`config.mk`:
```
export PLATFORM = sky130hd
export DESIGN_NAME = scr1_ahb_mem_arb_flat
export DESIGN_NICKNAME = d
export VERILOG_FILES = /design/src/rtl/scr1_ahb_mem_arb_if.sv /design/src/rtl/scr1_ahb_mem_arb.sv /design/src/flat_wrapper.sv
export SDC_FILE = /design/constraint.sdc
export NUM_CORES = 1
export LEC_CHECK = 0
export CAP_MARGIN = 20
export CELL_PAD_IN_SITES_DETAIL_PLACEMENT = 2
export CELL_PAD_IN_SITES_GLOBAL_PLACEMENT = 2
export CORE_AREA = 2 2 160 162
export CTS_CLUSTER_DIAMETER = 60
export DETAILED_ROUTE_END_ITERATION = 6
export DIE_AREA = 0 0 162 164
export PLACE_DENSITY_LB_ADDON = 0.1
export RECOVER_POWER = 25
export SLEW_MARGIN = 20
export SYNTH_ARGS = -nofsm -noshare
export SYNTH_HDL_FRONTEND = slang
export SYNTH_SLANG_ARGS = --single-unit
export TNS_END_PERCENT = 30
```
`constraint.sdc`:
```
create_clock -name clk -period 3.45 [get_ports clk]
set_input_delay 0.345 -clock clk [delete_from_list [all_inputs] [get_ports clk]]
set_output_delay 0.345 -clock clk [all_outputs]
set_load 0.01 [all_outputs]
```
`src/rtl/scr1_ahb_mem_arb_if.sv`:
```
// Bus bundle for the two-master AHB-Lite memory arbiter: imem/dmem masters plus the shared memory slave port.
// The slave modport is the arbiter's view; the master modport is the surrounding system's view.
interface scr1_ahb_mem_arb_if #(
  parameter int SCR1_AHB_WIDTH = 32
);
  logic [1:0]                imem_htrans;
  logic [SCR1_AHB_WIDTH-1:0] imem_haddr;
  logic [2:0]                imem_hsize;
  logic                      imem_hready;
  logic [SCR1_AHB_WIDTH-1:0] imem_hrdata;
  logic                      imem_hresp;

  logic [1:0]                dmem_htrans;
  logic [SCR1_AHB_WIDTH-1:0] dmem_haddr;
  logic [2:0]                dmem_hsize;
  logic                      dmem_hwrite;
  logic [SCR1_AHB_WIDTH-1:0] dmem_hwdata;
  logic                      dmem_hready;
  logic [SCR1_AHB_WIDTH-1:0] dmem_hrdata;
  logic                      dmem_hresp;

  logic [1:0]                mem_htrans;
  logic [SCR1_AHB_WIDTH-1:0] mem_haddr;
  logic [2:0]                mem_hsize;
  logic                      mem_hwrite;
  logic [SCR1_AHB_WIDTH-1:0] mem_hwdata;
  logic                      mem_hready;
  logic [SCR1_AHB_WIDTH-1:0] mem_hrdata;
  logic                      mem_hresp;

  modport slave (
    input  imem_htrans, imem_haddr, imem_hsize,
    output imem_hready, imem_hrdata, imem_hresp,
    input  dmem_htrans, dmem_haddr, dmem_hsize, dmem_hwrite, dmem_hwdata,
    output dmem_hready, dmem_hrdata, dmem_hresp,
    output mem_htrans, mem_haddr, mem_hsize, mem_hwrite, mem_hwdata,
    input  mem_hready, mem_hrdata, mem_hresp
  );

  modport master (
    output imem_htrans, imem_haddr, imem_hsize,
    input  imem_hready, imem_hrdata, imem_hresp,
    output dmem_htrans, dmem_haddr, dmem_hsize, dmem_hwrite, dmem_hwdata,
    input  dmem_hready, dmem_hrdata, dmem_hresp,
    input  mem_htrans, mem_haddr, mem_hsize, mem_hwrite, mem_hwdata,
    output mem_hready, mem_hrdata, mem_hresp
  );
endinterface

```
`src/rtl/scr1_ahb_mem_arb.sv`:
```
// Two-master AHB-Lite arbiter onto one memory slave; SCR1_AHB_ARB_RR_EN selects round-robin, else dmem has fixed priority.
// Zero-cycle grant in an open slot; losers see hready=0, and a completed response whose owner lost is held until its next grant.
module scr1_ahb_mem_arb #(
  parameter int SCR1_AHB_WIDTH = 32
) (
  input logic                clk,
  input logic                rst,
  scr1_ahb_mem_arb_if.slave  bus
);
  localparam logic [1:0] HTRANS_IDLE   = 2'b00;
  localparam logic [1:0] HTRANS_NONSEQ = 2'b10;

  typedef enum logic [1:0] {OWN_NONE, OWN_IMEM, OWN_DMEM} owner_e;

  owner_e                    data_owner;
  owner_e                    data_owner_nxt;
  logic                      imem_req;
  logic                      dmem_req;
  logic                      slot_open;
  logic                      grant_imem;
  logic                      grant_dmem;
  logic                      imem_capture;
  logic                      dmem_capture;
  logic                      imem_hold_clr;
  logic                      dmem_hold_clr;
  logic                      imem_hold_vld;
  logic                      dmem_hold_vld;
  logic [SCR1_AHB_WIDTH-1:0] imem_hold_dat;
  logic [SCR1_AHB_WIDTH-1:0] dmem_hold_dat;
  logic                      imem_hold_resp;
  logic                      dmem_hold_resp;
`ifdef SCR1_AHB_ARB_RR_EN
  owner_e                    last_grant;
`endif

  assign imem_req  = (bus.imem_htrans == HTRANS_NONSEQ);
  assign dmem_req  = (bus.dmem_htrans == HTRANS_NONSEQ);
  assign slot_open = (data_owner == OWN_NONE) || bus.mem_hready;

  always_comb begin
    grant_imem = 1'b0;
    grant_dmem = 1'b0;
    if (!rst && slot_open) begin
`ifdef SCR1_AHB_ARB_RR_EN
      if (imem_req && dmem_req) begin
        grant_dmem = (last_grant == OWN_IMEM);
        grant_imem = (last_grant != OWN_IMEM);
      end else begin
        grant_imem = imem_req;
        grant_dmem = dmem_req;
      end
`else
      grant_dmem = dmem_req;
      grant_imem = imem_req && !dmem_req;
`endif
    end
  end

  always_comb begin
    data_owner_nxt = data_owner;
    if (slot_open) begin
      if (grant_dmem)      data_owner_nxt = OWN_DMEM;
      else if (grant_imem) data_owner_nxt = OWN_IMEM;
      else                 data_owner_nxt = OWN_NONE;
    end
  end

  // An open slot with a live owner means its data phase just completed.
  assign imem_capture  = slot_open && (data_owner == OWN_IMEM) && imem_req && !grant_imem;
  assign dmem_capture  = slot_open && (data_owner == OWN_DMEM) && dmem_req && !grant_dmem;
  assign imem_hold_clr = imem_hold_vld && (grant_imem || !imem_req);
  assign dmem_hold_clr = dmem_hold_vld && (grant_dmem || !dmem_req);

  always_ff @(posedge clk) begin
    if (rst) begin
      data_owner    <= OWN_NONE;
      imem_hold_vld <= 1'b0;
      dmem_hold_vld <= 1'b0;
    end else begin
      data_owner <= data_owner_nxt;
      if (imem_capture)       imem_hold_vld <= 1'b1;
      else if (imem_hold_clr) imem_hold_vld <= 1'b0;
      if (dmem_capture)       dmem_hold_vld <= 1'b1;
      else if (dmem_hold_clr) dmem_hold_vld <= 1'b0;
    end
  end

  always_ff @(posedge clk) begin
    if (imem_capture) begin
      imem_hold_dat  <= bus.mem_hrdata;
      imem_hold_resp <= bus.mem_hresp;
    end
    if (dmem_capture) begin
      dmem_hold_dat  <= bus.mem_hrdata;
      dmem_hold_resp <= bus.mem_hresp;
    end
  end

`ifdef SCR1_AHB_ARB_RR_EN
  always_ff @(posedge clk) begin
    if (rst) begin
      last_grant <= OWN_IMEM;
    end else if (grant_dmem) begin
      last_grant <= OWN_DMEM;
    end else if (grant_imem) begin
      last_grant <= OWN_IMEM;
    end
  end
`endif

  always_comb begin
    bus.mem_htrans = HTRANS_IDLE;
    bus.mem_haddr  = '0;
    bus.mem_hsize  = '0;
    bus.mem_hwrite = 1'b0;
    if (grant_dmem) begin
      bus.mem_htrans = HTRANS_NONSEQ;
      bus.mem_haddr  = bus.dmem_haddr;
      bus.mem_hsize  = bus.dmem_hsize;
      bus.mem_hwrite = bus.dmem_hwrite;
    end else if (grant_imem) begin
      bus.mem_htrans = HTRANS_NONSEQ;
      bus.mem_haddr  = bus.imem_haddr;
      bus.mem_hsize  = bus.imem_hsize;
    end
  end

  assign bus.mem_hwdata = (data_owner == OWN_DMEM) ? bus.dmem_hwdata : '0;

  // A requester only completes when granted; an idle non-owner is always ready.
  always_comb begin
    bus.imem_hready = 1'b1;
    bus.imem_hrdata = '0;
    bus.imem_hresp  = 1'b0;
    bus.dmem_hready = 1'b1;
    bus.dmem_hrdata = '0;
    bus.dmem_hresp  = 1'b0;
    if (!rst) begin
      if (imem_req)                    bus.imem_hready = grant_imem;
      else if (data_owner == OWN_IMEM) bus.imem_hready = bus.mem_hready;
      if (dmem_req)                    bus.dmem_hready = grant_dmem;
      else if (data_owner == OWN_DMEM) bus.dmem_hready = bus.mem_hready;

      if (data_owner == OWN_IMEM) begin
        bus.imem_hrdata = bus.mem_hrdata;
        bus.imem_hresp  = bus.mem_hresp;
      end else if (imem_hold_vld) begin
        bus.imem_hrdata = imem_hold_dat;
        bus.imem_hresp  = imem_hold_resp;
      end
      if (data_owner == OWN_DMEM) begin
        bus.dmem_hrdata = bus.mem_hrdata;
        bus.dmem_hresp  = bus.mem_hresp;
      end else if (dmem_hold_vld) begin
        bus.dmem_hrdata = dmem_hold_dat;
        bus.dmem_hresp  = dmem_hold_resp;
      end
    end
  end
endmodule

```
`src/flat_wrapper.sv`:
```
// flat-port wrapper written by rule: the top's interface ports become plain ports
module scr1_ahb_mem_arb_flat 
#(
  parameter int SCR1_AHB_WIDTH = 32
)
  (clk, rst, bus_imem_htrans, bus_imem_haddr, bus_imem_hsize, bus_imem_hready, bus_imem_hrdata, bus_imem_hresp, bus_dmem_htrans, bus_dmem_haddr, bus_dmem_hsize, bus_dmem_hwrite, bus_dmem_hwdata, bus_dmem_hready, bus_dmem_hrdata, bus_dmem_hresp, bus_mem_htrans, bus_mem_haddr, bus_mem_hsize, bus_mem_hwrite, bus_mem_hwdata, bus_mem_hready, bus_mem_hrdata, bus_mem_hresp);
  scr1_ahb_mem_arb_if #(.SCR1_AHB_WIDTH(SCR1_AHB_WIDTH)) bus_i ();
  input logic clk;
  input logic rst;
  input wire logic [$bits(bus_i.imem_htrans)-1:0] bus_imem_htrans;
  input wire logic [$bits(bus_i.imem_haddr)-1:0] bus_imem_haddr;
  input wire logic [$bits(bus_i.imem_hsize)-1:0] bus_imem_hsize;
  output wire logic [$bits(bus_i.imem_hready)-1:0] bus_imem_hready;
  output wire logic [$bits(bus_i.imem_hrdata)-1:0] bus_imem_hrdata;
  output wire logic [$bits(bus_i.imem_hresp)-1:0] bus_imem_hresp;
  input wire logic [$bits(bus_i.dmem_htrans)-1:0] bus_dmem_htrans;
  input wire logic [$bits(bus_i.dmem_haddr)-1:0] bus_dmem_haddr;
  input wire logic [$bits(bus_i.dmem_hsize)-1:0] bus_dmem_hsize;
  input wire logic [$bits(bus_i.dmem_hwrite)-1:0] bus_dmem_hwrite;
  input wire logic [$bits(bus_i.dmem_hwdata)-1:0] bus_dmem_hwdata;
  output wire logic [$bits(bus_i.dmem_hready)-1:0] bus_dmem_hready;
  output wire logic [$bits(bus_i.dmem_hrdata)-1:0] bus_dmem_hrdata;
  output wire logic [$bits(bus_i.dmem_hresp)-1:0] bus_dmem_hresp;
  output wire logic [$bits(bus_i.mem_htrans)-1:0] bus_mem_htrans;
  output wire logic [$bits(bus_i.mem_haddr)-1:0] bus_mem_haddr;
  output wire logic [$bits(bus_i.mem_hsize)-1:0] bus_mem_hsize;
  output wire logic [$bits(bus_i.mem_hwrite)-1:0] bus_mem_hwrite;
  output wire logic [$bits(bus_i.mem_hwdata)-1:0] bus_mem_hwdata;
  input wire logic [$bits(bus_i.mem_hready)-1:0] bus_mem_hready;
  input wire logic [$bits(bus_i.mem_hrdata)-1:0] bus_mem_hrdata;
  input wire logic [$bits(bus_i.mem_hresp)-1:0] bus_mem_hresp;
  assign bus_i.imem_htrans = bus_imem_htrans;
  assign bus_i.imem_haddr = bus_imem_haddr;
  assign bus_i.imem_hsize = bus_imem_hsize;
  assign bus_imem_hready = bus_i.imem_hready;
  assign bus_imem_hrdata = bus_i.imem_hrdata;
  assign bus_imem_hresp = bus_i.imem_hresp;
  assign bus_i.dmem_htrans = bus_dmem_htrans;
  assign bus_i.dmem_haddr = bus_dmem_haddr;
  assign bus_i.dmem_hsize = bus_dmem_hsize;
  assign bus_i.dmem_hwrite = bus_dmem_hwrite;
  assign bus_i.dmem_hwdata = bus_dmem_hwdata;
  assign bus_dmem_hready = bus_i.dmem_hready;
  assign bus_dmem_hrdata = bus_i.dmem_hrdata;
  assign bus_dmem_hresp = bus_i.dmem_hresp;
  assign bus_mem_htrans = bus_i.mem_htrans;
  assign bus_mem_haddr = bus_i.mem_haddr;
  assign bus_mem_hsize = bus_i.mem_hsize;
  assign bus_mem_hwrite = bus_i.mem_hwrite;
  assign bus_mem_hwdata = bus_i.mem_hwdata;
  assign bus_i.mem_hready = bus_mem_hready;
  assign bus_i.mem_hrdata = bus_mem_hrdata;
  assign bus_i.mem_hresp = bus_mem_hresp;
  scr1_ahb_mem_arb #(.SCR1_AHB_WIDTH(SCR1_AHB_WIDTH)) u_core (.clk(clk), .rst(rst), .bus(bus_i));
endmodule
```
* Word-level counts from Yosys, hierarchy flattened
Index checks and enable logic that the tools add are counted.
** Word-level totals
- Bits in registers :: 70
- Word-level logic and storage cells :: 66
- Output and inout bits :: 138
- Bits of input ports :: 143
** Cells by class
- Reductions and logical operators :: 21
- Mux-type cells :: 34
- Eq/ne operators :: 4
** Operator list (count)
- 2-to-1 mux 32 bit :: 9
- 2-to-1 mux 1 bit :: 20
- logical AND 1 bit :: 10
- equality test 2 bit (second input constant) :: 3
- 2-to-1 mux 2 bit :: 3
- 2-to-1 mux 3 bit :: 2
- logical NOT 1 bit :: 5
- nonzero test 2 bit :: 2
- logical OR 1 bit :: 3
- equality test 2 x 1 -> 1 bit (second input constant) :: 1
- logical NOT 2 bit :: 1

* Depth between registers and ports, before layout
- Depth after elaboration :: 8
- Mapped depth :: 5
- Mapped depth without buffers :: 3

* Least setup slack after synthesis
OpenSTA, ideal clock, no wires.
- Path type :: register to register
- Start point :: register u_core.data_owner[0]
- End point :: register u_core.dmem_hold_dat[0] (enable)
- Path slack :: -0.121 ns
- Arrival time :: 3.106 ns
- Setup time :: 0.464 ns
- Clock period less this slack :: 3.571 ns
- Path buffers :: 2
- Cell stages (with the launch flop) :: 5
- Data required time :: 2.986 ns
- Cells stage by stage :: dfxtp_1 -> nand2b_1 -> buf_4 -> buf_4 -> nor3_1
** On the way
- Word-level cells in the longest chain between the ends :: 6
- Elaborated cells between the ends (all ways) :: 9
- Classes of those cells :: eq/ne: 1; mux: 1; reduce/logical: 7
** RTL lines
- from (decl) :: RTL line scr1_ahb_mem_arb.sv:15 : owner_e data_owner;
- from (signal assigned) :: RTL line scr1_ahb_mem_arb.sv:80 : data_owner <= data_owner_nxt;
- logical NOT 2 bit :: RTL line scr1_ahb_mem_arb.sv:38 : assign slot_open = (data_owner == OWN_NONE) || bus.mem_hready;
- logical OR 1 bit :: RTL line scr1_ahb_mem_arb.sv:38
- logical AND 1 bit :: RTL line scr1_ahb_mem_arb.sv:43 : if (!rst && slot_open) begin
- 2-to-1 mux 1 bit :: RTL line scr1_ahb_mem_arb.sv:43
- logical NOT 1 bit :: RTL line scr1_ahb_mem_arb.sv:70 : assign dmem_capture = slot_open && (data_owner == OWN_DMEM) && dmem_req && !grant_dmem;
- logical AND 1 bit * :: RTL line scr1_ahb_mem_arb.sv:70
- named net u_core.dmem_capture :: RTL line scr1_ahb_mem_arb.sv:23 : logic dmem_capture;
- to (signal assigned) :: RTL line scr1_ahb_mem_arb.sv:94 : dmem_hold_dat <= bus.mem_hrdata;
- to (decl) :: RTL line scr1_ahb_mem_arb.sv:29 : logic [SCR1_AHB_WIDTH-1:0] dmem_hold_dat;
Mark *: on every way through the listed nets, which the timed path passes. The rest lies on a longest branch.
A chain may end at the register's enable or synchronous reset.

* Final worst setup path
- Start point :: register u_core.data_owner[0]
- End point :: output bus_dmem_hrdata[27]
** On the way
- Word-level cells in the longest chain between the ends :: 3
** RTL lines
- equality test 2 bit :: RTL line scr1_ahb_mem_arb.sv:151 : if (data_owner == OWN_DMEM) begin
- 2-to-1 mux 32 bit :: RTL line scr1_ahb_mem_arb.sv:151
- 2-to-1 mux 32 bit :: RTL line scr1_ahb_mem_arb.sv:138 : if (!rst) begin
- to (decl) :: RTL line flat_wrapper.sv:22 : output wire logic [$bits(bus_i.dmem_hrdata)-1:0] bus_dmem_hrdata;
No other way between the ends.

==> results <==
-- cells in the mapped netlist (all sizes together) --
library cell  count  area, sq um
a2111oi           1         15.0
a21o              1         7.51
a21oi           105          526
a32o              1         10.0
and2             32          200
and3              1         6.26
buf              42          258
clkbuf           11         42.5
conb              1         3.75
dfxtp             4         80.1
edfxtp           66         1980
nand2           105          394
nand2b            5         31.3
nand3           102          510
nor2              3         13.8
nor2b             4         27.5
nor3              2         10.0
o21ai             1         5.00
o21ba             1         10.0
o21bai            2         26.3
-- power groups by stage --
stage | combinational, mW | clock (mW) | sequential, mW
2_1_floorplan | 0.178 | 0 | 0.955
3_3_place_gp | 0.502 | 0 | 0.957
3_5_place_dp | 0.511 | 0 | 0.957
4_1_cts | 0.514 | 1.08 | 0.940
5_1_grt | 0.537 | 1.11 | 0.940
6_report | 0.492 | 1.04 | 0.940
-- layer usage --
layer / GRT usage [%] / part of all wire [%] / up-vias
met5: 0 / 0.062 / -
met1: 17.3 / 38 / 2290
met2: 28.0 / 51 / 194
met3: 6.46 / 9.6 / 16
li1: - / - / 2211
met4: 3.42 / 1.3 / 2
-- path summary, 6_finish.rpt --
kind	endpoint	cells past startpoint	start
hold / removal	u_core.imem_hold_vld	2	rst
hold reg to reg	u_core.data_owner[1]	2	u_core.data_owner[1]
setup reg to reg	u_core.dmem_hold_dat[31]	4	u_core.data_owner[1]
setup / recovery	bus_dmem_hrdata[27]	5	u_core.data_owner[0]
-- cell families (layout without fill, tap and decap cells) --
group                  Yosys count  after routing  share of synthesized area, %
and+or+nand+nor                254            254                          28.7
AOI/OAI and AO/OA              112            112                          14.4
DFF                             70             70                          49.6
other                            1              1                        0.0902
buffers and inverters           53            307                          7.22
-- state kept, by name, indices dropped and copies added (netlist names) --
name	cells
u_core.data_owner	2
u_core.dmem_hold_vld	1
u_core.imem_hold_resp	1
u_core.imem_hold_vld	1
u_core.dmem_hold_dat	32
u_core.imem_hold_dat	32
u_core.dmem_hold_resp	1
-- layout make-up --
cell class / instances / area [sq um]
Clock buffer: 12 / 236
Clock inverter: 4 / 95.1
Fill cell: 2820 / 17200
Multi-Input combinational cell: 367 / 1840
Sequential cell: 70 / 2060
Tap cell: 330 / 413
Timing Repair Buffer: 291 / 2930
-- worst max-delay path, cell delays in order, from the launching register on --
cell and delay [ns]:
dfxtp_1 0.52, nand2b_2 0.55, buf_4 0.32, nand3_1 0.10, a21oi_1 0.20, clkdlybuf4s50_1 0.58
==> flow_summary.ini <==
[final_layout]
diodes = 0
final-instance-count-excl-fill = 1074
final_common_cell = clkdlybuf4s50_1
drive_above_1_share_pct = 5.24
fin_nets = 882
layout_common_cells = clkdlybuf4s50_1 (244), nand2_1 (105), a21oi_1 (104), nand3_1 (102), edfxtp_1 (66)
design_area_sq_um = 7580
syn2layout_area_growth_pct = 82.2
post-route-util_pct = 30.5

[die]
die_area_sq_um = 26600
pin_count = 281
die_width_um = 162
start_util_pct = 16.8
rows = 58
chipHeight_um = 164
core_area_sq_um = 24800

[timing]
min_period_over_period_pct = 86.0
final-setup-viol-count = 0
fmax_ghz = 0.337
finalCriticalPeriod_ns = 2.97
skew_ns = 0.00881
rsz0062_at_grt = no
whs_ns = 0.308
timing_max_transition_violations_final = 0
tightest_slew_ns = 0.789
setup-tns-final_ns = 0
setup_ws_ns = 0.483
slew_headroom_pct = 47.4
hold_viol = 0

[placement]
dpl_worst_slack_ns = 0.748
dp.cells = 1058
placed_area_sq_um = 7250
io_buffers = 279
dpl.hpwl_um = 15700
place_congestion = 0.751

[pwr]
vdd_drop_max_v = 0.000182
power_switching_uw = 567
p_leak_nw = 2.35
clockPowerShare_pct = 42.1
power.internal_mw = 1.91
seq_power_share_pct = 38.0
finalPower_mw = 2.47
power.share.switching_pct = 22.9
power-per-cell-area_nw_per_um2 = 327
combPwrFrac_pct = 19.9

[worst_hold_path]
hold_path_class = in -> reg

[clock_network]
clockBufferDepth = 2
cts_resized = 0
clk_latency_ns = 0.34
hold_buffers = 0
clock-sinks = 70
cts_setup_buffers = 0
cts_buffers = 9
cts_tree = yes
cts_max_level = 3
clkTransAtPathRegs_ns = 0.05
clockRootBuffer = clkbuf_16

[grt]
grt_pass1_vias = 5260
track_usage_pct = 15.6
grt_pass1_wl_um = 31600
gr-total-overflow = 0
grt_start_max_net_pins = 67
antenna_found_initial = 1

[critical_path]
criticalPathCategory = reg -> out
ff2ff_setup_slack_ns = 1.00
crit_path_start_kind = flop
cp.arrival_ns = 2.62
worstPathRequired_ns = 3.11
crit_fanout = 24
end_kind = output pin

[route]
drc_errors = 0
drt-vias-per-instance = 4.39
routed_wl_um = 21000
routedWlPerCell_um = 19.5
drt_first_pass_iters = 4
route.vias.total = 4713
drtIter0Drc = 175
ant_nets = 0

[yosys]
ys_types = 27
syn_nets = 633
syn_avg_cell_area_sq_um = 8.49
ys_seq_area_share_pct = 49.6
synth_area_sq_um = 4160
synthCells = 490
ys_ff_latch = 70
synth_warnings = 0

[outcome]
status = finished, final reports clean

[flow_run]
cap_violations = 0
No activity file was read; power rests on OpenSTA's default activity.
